==> src/rtl/rram_seq_pkg.sv <==
// Shared state encoding and default sweep/pulse constants for the RRAM
// access sequencer.
package rram_seq_pkg;

   typedef enum logic [2:0] {
      IDLE,
      READ_OUT,
      CACHE_FILL,
      PROGRAM,
      FORMING
   } seq_state_t;

   localparam int unsigned DEF_DEPTH       = 32;
   localparam int unsigned DEF_WRITE_PULSE = 4;
   localparam int unsigned DEF_FORM_PULSE  = 12;

endpackage

==> src/rtl/strobe_sync.sv <==
// Two-flop synchroniser for an asynchronous host strobe, followed by a
// rising-edge detector that yields a one-cycle pulse.
module strobe_sync (
   input  logic clk,
   input  logic rst,
   input  logic strobe,
   output logic rise
);

   logic meta;
   logic sync;
   logic prev;

   always_ff @(posedge clk or posedge rst) begin
      if (rst) begin
         meta <= 1'b0;
         sync <= 1'b0;
         prev <= 1'b0;
      end else begin
         meta <= strobe;
         sync <= meta;
         prev <= sync;
      end
   end

   assign rise = sync & ~prev;

endmodule

==> src/rtl/rram_access_sequencer.sv <==
// Address and pulse sequencer for the RRAM macro: host read-out, cache fill,
// array program and forming sweeps with registered outputs.
module rram_access_sequencer
   import rram_seq_pkg::*;
#(
   parameter int unsigned ADDR_W      = 5,
   parameter int unsigned DEPTH       = DEF_DEPTH,
   parameter int unsigned CNT_W       = 4,
   parameter int unsigned WRITE_PULSE = DEF_WRITE_PULSE,
   parameter int unsigned FORM_PULSE  = DEF_FORM_PULSE
) (
   input  logic              clk,
   input  logic              rst,
   input  logic              en,
   input  logic              CE,
   input  logic              RE,
   input  logic              WE_L,
   input  logic              re,
   input  logic              we,
   input  logic              forming,
   output logic [ADDR_W-1:0] cache_add,
   output logic [ADDR_W-1:0] register_add,
   output logic              pulse_en,
   output logic              busy,
   output logic              read_count_flag,
   output logic              cache_count_flag,
   output logic              write_count_flag,
   output logic              forming_count_flag
);

   localparam logic [ADDR_W-1:0] LAST_ADDR  = ADDR_W'(DEPTH - 1);
   localparam logic [CNT_W-1:0]  WRITE_LAST = CNT_W'(WRITE_PULSE - 1);
   localparam logic [CNT_W-1:0]  FORM_LAST  = CNT_W'(FORM_PULSE - 1);

   seq_state_t        state, state_n;
   logic [ADDR_W-1:0] reg_add_n, cache_add_n;
   logic [CNT_W-1:0]  pulse_cnt, pulse_cnt_n, pulse_last;
   logic              started, started_n;
   logic              pulse_en_n;
   logic              read_flag_n, cache_flag_n, write_flag_n, form_flag_n;
   logic              re_rise, we_rise;

   strobe_sync u_re_sync (
      .clk    (clk),
      .rst    (rst),
      .strobe (RE),
      .rise   (re_rise)
   );

   strobe_sync u_we_sync (
      .clk    (clk),
      .rst    (rst),
      .strobe (WE_L),
      .rise   (we_rise)
   );

   always_ff @(posedge clk or posedge rst) begin
      if (rst) begin
         state              <= IDLE;
         register_add       <= '0;
         cache_add          <= '0;
         pulse_cnt          <= '0;
         started            <= 1'b0;
         pulse_en           <= 1'b0;
         busy               <= 1'b0;
         read_count_flag    <= 1'b0;
         cache_count_flag   <= 1'b0;
         write_count_flag   <= 1'b0;
         forming_count_flag <= 1'b0;
      end else begin
         state              <= state_n;
         register_add       <= reg_add_n;
         cache_add          <= cache_add_n;
         pulse_cnt          <= pulse_cnt_n;
         started            <= started_n;
         pulse_en           <= pulse_en_n;
         busy               <= (state_n != IDLE);
         read_count_flag    <= read_flag_n;
         cache_count_flag   <= cache_flag_n;
         write_count_flag   <= write_flag_n;
         forming_count_flag <= form_flag_n;
      end
   end

   always_comb begin
      state_n      = state;
      reg_add_n    = register_add;
      cache_add_n  = cache_add;
      pulse_cnt_n  = pulse_cnt;
      started_n    = started;
      pulse_en_n   = pulse_en;
      read_flag_n  = 1'b0;
      cache_flag_n = 1'b0;
      write_flag_n = 1'b0;
      form_flag_n  = 1'b0;
      pulse_last   = (state == FORMING) ? FORM_LAST : WRITE_LAST;

      // Abort outranks any strobe or terminal count in the same cycle.
      if (state != IDLE && (!en || CE)) begin
         state_n     = IDLE;
         reg_add_n   = '0;
         cache_add_n = '0;
         pulse_cnt_n = '0;
         started_n   = 1'b0;
         pulse_en_n  = 1'b0;
      end else begin
         case (state)
            IDLE: begin
               reg_add_n   = '0;
               cache_add_n = '0;
               pulse_cnt_n = '0;
               started_n   = 1'b0;
               pulse_en_n  = 1'b0;
               if (en && !CE) begin
                  if (forming)  state_n = FORMING;
                  else if (we)  state_n = CACHE_FILL;
                  else if (re)  state_n = READ_OUT;
               end
            end
            READ_OUT: begin
               if (re_rise) begin
                  if (register_add == LAST_ADDR) begin
                     reg_add_n   = '0;
                     read_flag_n = 1'b1;
                     state_n     = IDLE;
                  end else begin
                     reg_add_n = register_add + ADDR_W'(1);
                  end
               end
            end
            CACHE_FILL: begin
               if (we_rise) begin
                  if (cache_add == LAST_ADDR) begin
                     cache_add_n  = '0;
                     cache_flag_n = 1'b1;
                     state_n      = PROGRAM;
                  end else begin
                     cache_add_n = cache_add + ADDR_W'(1);
                  end
               end
            end
            PROGRAM, FORMING: begin
               // started separates the lead-in cycle after entry from a row gap.
               if (pulse_en) begin
                  if (pulse_cnt == pulse_last) pulse_en_n  = 1'b0;
                  else                         pulse_cnt_n = pulse_cnt + CNT_W'(1);
               end else if (!started) begin
                  started_n   = 1'b1;
                  pulse_en_n  = 1'b1;
                  pulse_cnt_n = '0;
               end else if (register_add == LAST_ADDR) begin
                  state_n      = IDLE;
                  reg_add_n    = '0;
                  cache_add_n  = '0;
                  pulse_cnt_n  = '0;
                  started_n    = 1'b0;
                  write_flag_n = (state == PROGRAM);
                  form_flag_n  = (state == FORMING);
               end else begin
                  reg_add_n   = register_add + ADDR_W'(1);
                  if (state == PROGRAM) cache_add_n = cache_add + ADDR_W'(1);
                  pulse_en_n  = 1'b1;
                  pulse_cnt_n = '0;
               end
            end
            default: state_n = IDLE;
         endcase
      end
   end

endmodule

==> config.mk <==
export PLATFORM = sky130hd
export DESIGN_NAME = rram_access_sequencer
export DESIGN_NICKNAME = d
export VERILOG_FILES = /design/src/rtl/rram_seq_pkg.sv /design/src/rtl/strobe_sync.sv /design/src/rtl/rram_access_sequencer.sv
export SDC_FILE = /design/constraint.sdc
export NUM_CORES = 1
export LEC_CHECK = 0
export ABC_AREA = 0
export BUFFER_PORTS_ARGS = -buffer_cell sky130_fd_sc_hd__buf_4
export CAP_MARGIN = 5
export CORE_UTILIZATION = 45
export CTS_CLUSTER_DIAMETER = 40
export CTS_CLUSTER_SIZE = 20
export DETAILED_ROUTE_END_ITERATION = 8
export PLACE_DENSITY_LB_ADDON = 0.12
export SLEW_MARGIN = 20
export SYNTH_ARGS = -nofsm -noshare
export SYNTH_HDL_FRONTEND = slang
export SYNTH_SLANG_ARGS = --single-unit
==> constraint.sdc <==
create_clock -name clk -period 6 [get_ports clk]
set_input_delay 0.6 -clock clk [delete_from_list [all_inputs] [get_ports clk]]
set_output_delay 0.6 -clock clk [all_outputs]
set_load 0.005 [all_outputs]
# --- Yosys cells after proc, flatten, opt, wreduce, memory -nomap -nowiden ---
# Index checks and enable logic that the tools add are counted.
classes:
  addsub: 3
  multipliers: 0
  div_mod_pow: 0
  magnitude_cmp: 0
  eq_ne: 13
  shift: 0
  n_mux: 58
  bitwise: 4
  n_reduce_logical: 16
ops:
  columns: ["cell", "n"]
  rows:
  - ["$mux 5", 12]
  - ["$mux 3", 11]
  - ["$pmux 5 s3", 2]
  - ["$mux 1", 25]
  - ["$mux 4", 4]
  - ["$pmux 3 s4", 1]
  - ["$add 5x1->5 const B", 2]
  - ["$eq 5x5->1 const B", 2]
  - ["$ne 3x3->1 const B", 3]
  - ["$reduce_bool 3->1", 3]
  - ["$ne 4x4->1 const B", 2]
  - ["$pmux 4 s2", 1]
  - ["$reduce_bool 4->1", 2]
  - ["$eq 3x2->1 const B", 2]
  - ["$reduce_and 5->1", 1]
  - ["$add 4x1->4 const B", 1]
  - ["$eq 4x4->1", 1]
  - ["$pmux 1 s2", 2]
  - ["$reduce_and 2->1", 2]
  - ["$reduce_and 4->1", 1]
  - ["$eq 3x1->1 const B", 1]
  - ["$eq 3x3->1 const B", 1]
  - ["$logic_not 3->1", 1]
  - ["$ne 3x2->1 const B", 1]
  - ["other kinds (6)", 10]
totals:
  register_bits: 30
  latch_bits: 0
  ram_bits: 0
  rom_bits: 0
  inputBits: 9
  mem_count: 0

# --- Logic depth before layout (Yosys ltp) ---
logic_depth:
  word_depth: 7
  mapped_depth: 8
  ltp_nobuf: 8

# --- Hierarchy ---
# From an unflattened synthesis, not the netlist that was laid out.
unflattened:
  hier_cells: 155
  hier_area_um2: 1560.2
modules_own_cells:
  columns: ["mod", "n_inst", "cells_each", "area_per_inst_um2", "seq_area_each_um2"]
  rows:
  - ["rram_access_sequencer", 1, 145, 1375.1, 600.6]
  - ["strobe_sync", 2, 5, 92.6, 75.1]

# --- Least setup slack after synthesis ---
# Ideal clock, no wire load.
synth_path:
  kind: "register -> register"
  from: "reg register_add[0]"
  to: "reg cache_add[3]"
  arrival_ns: 1.800
  t_required_ns: 5.874
  path_slack_ns: 4.074
  path_stages_with_launch: 8
  path_buffers: 0
  cell_sequence: "dfrtp_1 -> ha_1 -> and3_1 -> ha_1 -> o21ai_0 -> a32o_2 -> nor2_1 -> a221o_1"
synth_via:
  elab_chain_cells: 6
  elab_cells_between_ends: 8
  classes_between: "eq/ne (2); mux (5); reduce/logical (1)"
synth_lines:
  columns: ["element", "line_no", "text"]
  rows:
  - ["start: declaration", "rram_access_sequencer.sv:22", "output logic [ADDR_W-1:0] register_add,"]
  - ["start signal: assignment", "rram_access_sequencer.sv:72", "register_add <= reg_add_n;"]
  - ["$eq 5x5->1 *", "rram_access_sequencer.sv:151", "end else if (register_add == LAST_ADDR) begin"]
  - ["$mux 5", "rram_access_sequencer.sv:151", null]
  - ["$mux 5", "rram_access_sequencer.sv:147", "end else if (!started) begin"]
  - ["$mux 5", "rram_access_sequencer.sv:144", "if (pulse_en) begin"]
  - ["$pmux 5 s3", "rram_access_sequencer.sv:107", "case (state)"]
  - ["$mux 5", "rram_access_sequencer.sv:99", "if (state != IDLE && (!en || CE)) begin"]
  - ["end signal: assignment", "rram_access_sequencer.sv:73", "cache_add <= cache_add_n;"]
  - ["end: declaration", "rram_access_sequencer.sv:21", "output logic [ADDR_W-1:0] cache_add,"]
# Every way passes the cells marked *; elsewhere a longest branch is shown, timed or not. The select of a mux whose other input is x is not followed.
# A chain may end at the register's enable or synchronous reset.

# --- Worst setup path in the final report ---
# Same ends and word-level chain as after synthesis.

==> impl_metrics.py <==
metrics = {
    "routing": {
        "drc": 0,
        "drt-total-wl_um": 3000,
        "drt_iter0_drc": 46,
        "drtPass1Iterations": 5,
        "drtAntennaViolNets": 0,
        "vias_per_cell": 5.57,
        "vias": 1237,
        "wl_per_cell_um": 13.5,
    },
    "clocking": {
        "clk_path_buf_depth": 2,
        "post_cts_resized": 0,
        "clk_pin_slew_ns": 0.09,
        "cts_hold_buf": 0,
        "clock-root-buffer": "clkbuf_4",
        "htreeDepth": 2,
        "post_cts_buffers": 0,
        "cts_tree": "built",
        "cts_sinks": 30,
        "clock_latency_ns": 0.32,
        "cts_buffers": 5,
    },
    "yosys": {
        "ys.flop_type": "dfrtp_1",
        "avgSynthCellArea_um2": 10.0,
        "syn-num-nets": 165,
        "postSynthCellCount": 151,
        "async_flop_share": 1.00,
        "synth-simple-area-share": 0.242,
        "yosysUniqueCellTypes": 40,
        "synth_area_um2": 1520,
        "yosys-mux-area-fraction": 0.0149,
        "synth-seq-cells": 30,
        "seq_area_frac_synth": 0.495,
        "synth-xor-area-share": 0.0116,
        "synthAdderAreaFrac": 0.0413,
        "synth-edff-count": 0,
        "synth_top_family_by_area": "simple AND/OR/NAND/NOR gates",
        "synth-compound-area-share": 0.159,
        "yosys_warnings": 0,
    },
    "setup_path": {
        "cp_slowest_cell": "dfrtp_1",
        "path_class": "flop to flop",
        "critPathArrivalTime_ns": 2.40,
        "crit_path_end_kind": "flop",
        "cp.required_ns": 6.20,
        "critical_path.cell_chain": "ha_1 > and3_1 > ha_1 > o21ai_0 > a32o_2 > nor2_1 > a221o_1",
        "crit_path_start_kind": "flop",
        "critPathMaxStageDelay_ns": 0.44,
        "r2r_slack_ns": 3.80,
        "cp_max_fo": 7,
        "crit_top_cell": "ha_1",
    },
    "placed_design": {
        "place_area_um2": 1720,
        "hpwl_um": 2220,
        "numPlacedInstances": 215,
        "place_congestion": 0.845,
        "portBuffers": 24,
    },
    "cells_and_area": {
        "layout_common_cells": "dfrtp_1 (30), buf_4 (24), nor2_1 (15)",
        "final_cell_area_um2": 1760,
        "final_common_cell": "dfrtp_1",
        "fin_cells": 222,
        "diodes": 0,
        "drive_gt1_frac": 0.213,
        "area_growth_pct": 16.4,
        "finalNetCount": 192,
    },
    "timing": {
        "fin_crit_sh": 0.366,
        "slew_viol_final": 0,
        "tightest_slew_ns": 0.660,
        "setup_viol": 0,
        "min_period_ns": 2.20,
        "fmax_ghz": 0.455,
        "hold_viol_final": 0,
        "tns_ns": 0,
        "relSlewSlack": 0.559,
        "rsz0062_at_grt": "no",
        "fin_skew_ns": 0.00571,
    },
    "min_path": {
        "hold_path.class": "primary input to async pin",
    },
    "job": {
        "drv_cap": 0,
    },
    "die": {
        "dieHeight_um": 60.0,
        "io_pins": 25,
        "core_um2": 3130,
        "start_util": 0.484,
        "die_x_um": 60.0,
        "fp-row-count": 20,
        "die_area_um2": 3600,
    },
    "power_and_ir_drop": {
        "power_leakage_nw": 0.848,
        "power_density_nw_per_um2": 282,
        "peakVddDrop_mv": 0.177,
    },
    "grt": {
        "antenna_found_initial": 0,
        "grt_max_degree": 31,
        "grt.total_usage": 0.198,
        "grt_pass1_wl_um": 5140,
        "grt_pass1_vias": 1131,
        "grt.overflow.total": 0,
    },
    "outcome": {
        "status": "finished clean",
    },
}
==> Yosys cell counts, types with 3 or more instances <==
library cell   n  share of area
a22o_1         3          0.017
dfrtp_1       30           0.50
inv_1          6          0.015
o211ai_1       3          0.015
nor4_1         3          0.012
nor3_1         6          0.020
o21ai_0        5          0.017
nand3b_1       3          0.015
nand3_1        3         0.0099
nor2b_1        7          0.029
and3_1         3          0.012
nand2b_1       5          0.021
a21oi_1        3         0.0099
nor2_1        15          0.037
nand2_1       14          0.035
ha_1           5          0.041
o21ai_1        6          0.020
==> layer usage <==
| metal | share of wire | vias up | global-route usage |
|---|---|---|---|
| li1 | - | 598 | - |
| met1 | 0.46 | 602 | 0.260 |
| met2 | 0.49 | 30 | 0.306 |
| met3 | 0.035 | 7 | 0.0498 |
| met4 | 0.014 | 0 | 0.0963 |
| met5 | 0 | - | 0 |
==> kinds of logic (layout without fill, tap and decap cells) <==
| family | after synthesis | after routing |
|---|---|---|
| buffers and inverters | 10 | 37 |
| AOI/OAI and AO/OA | 34 | 34 |
| muxes | 2 | 2 |
| adders and majority gates | 5 | 5 |
| DFF | 30 | 30 |
| xor gates and xnor gates | 2 | 2 |
| and+or+nand+nor | 68 | 68 |
==> sequential cells by signal (all words and copies together), names as in the netlist <==
name / count
u_re_sync.sync: 1
u_re_sync.meta: 1
u_we_sync.sync: 1
u_we_sync.meta: 1
cache_count_flag: 1
forming_count_flag: 1
read_count_flag: 1
state: 3
started: 1
cache_add: 5
pulse_en: 1
write_count_flag: 1
register_add: 5
busy: 1
pulse_cnt: 4
u_we_sync.prev: 1
u_re_sync.prev: 1
==> worst max-delay path, delay by kind of cell (launching register included) <==
kind / cells / cell delay [ns]
AO/OA/AOI/OAI: 3 / 0.83
adder cells (fa/ha/maj): 2 / 0.52
flip-flops: 1 / 0.44
AND/OR/NAND/NOR: 2 / 0.29
==> final cells by class <==
cell class | count | area [µm²]
Clock buffer | 7 | 45.0
Fill cell | 293 | 1360
Inverter | 6 | 22.5
Multi-Input combinational cell | 111 | 711
Sequential cell | 30 | 751
Tap cell | 44 | 55.1
Timing Repair Buffer | 24 | 180
==> power by group <==
group | switching, W | internal (W) | total, W | leakage (nW)
Sequential | 0.0000287 | 0.000219 | 0.000248 | 0.402
Clock | 0.0000618 | 0.0000441 | 0.000106 | 0.0254
Combinational | 0.0000805 | 0.0000637 | 0.000144 | 0.421
Total | 0.000171 | 0.000327 | 0.000498 | 0.848
==> final timing paths <==
path / to / startpoint / depth (start not counted)
max in group asynchronous: state[1] / rst / 2
worst max-delay path: cache_add[3] / register_add[0] / 7
worst max register to register: cache_add[3] / register_add[0] / 7
min in group clk: u_re_sync.sync / u_re_sync.meta / 0
worst min-delay path: register_add[1] / rst / 2
worst min register to register: u_re_sync.sync / u_re_sync.meta / 0
==> per-stage QoR <==
step	setup WS, ns	power (W)	utilization	hold slack (ns)
3_5_place_dp	3.86	0.000394	0.550	0.336
5_1_grt	3.70	0.000537	0.564	0.361
3_3_place_gp	3.89	0.000388	0.550	0.343
6_report	3.80	0.000498	0.564	0.347
4_1_cts	3.84	0.000500	0.564	0.363
2_1_floorplan	4.07	0.000363	-	0.331
Note: power is estimated with default switching activity, not from simulation.
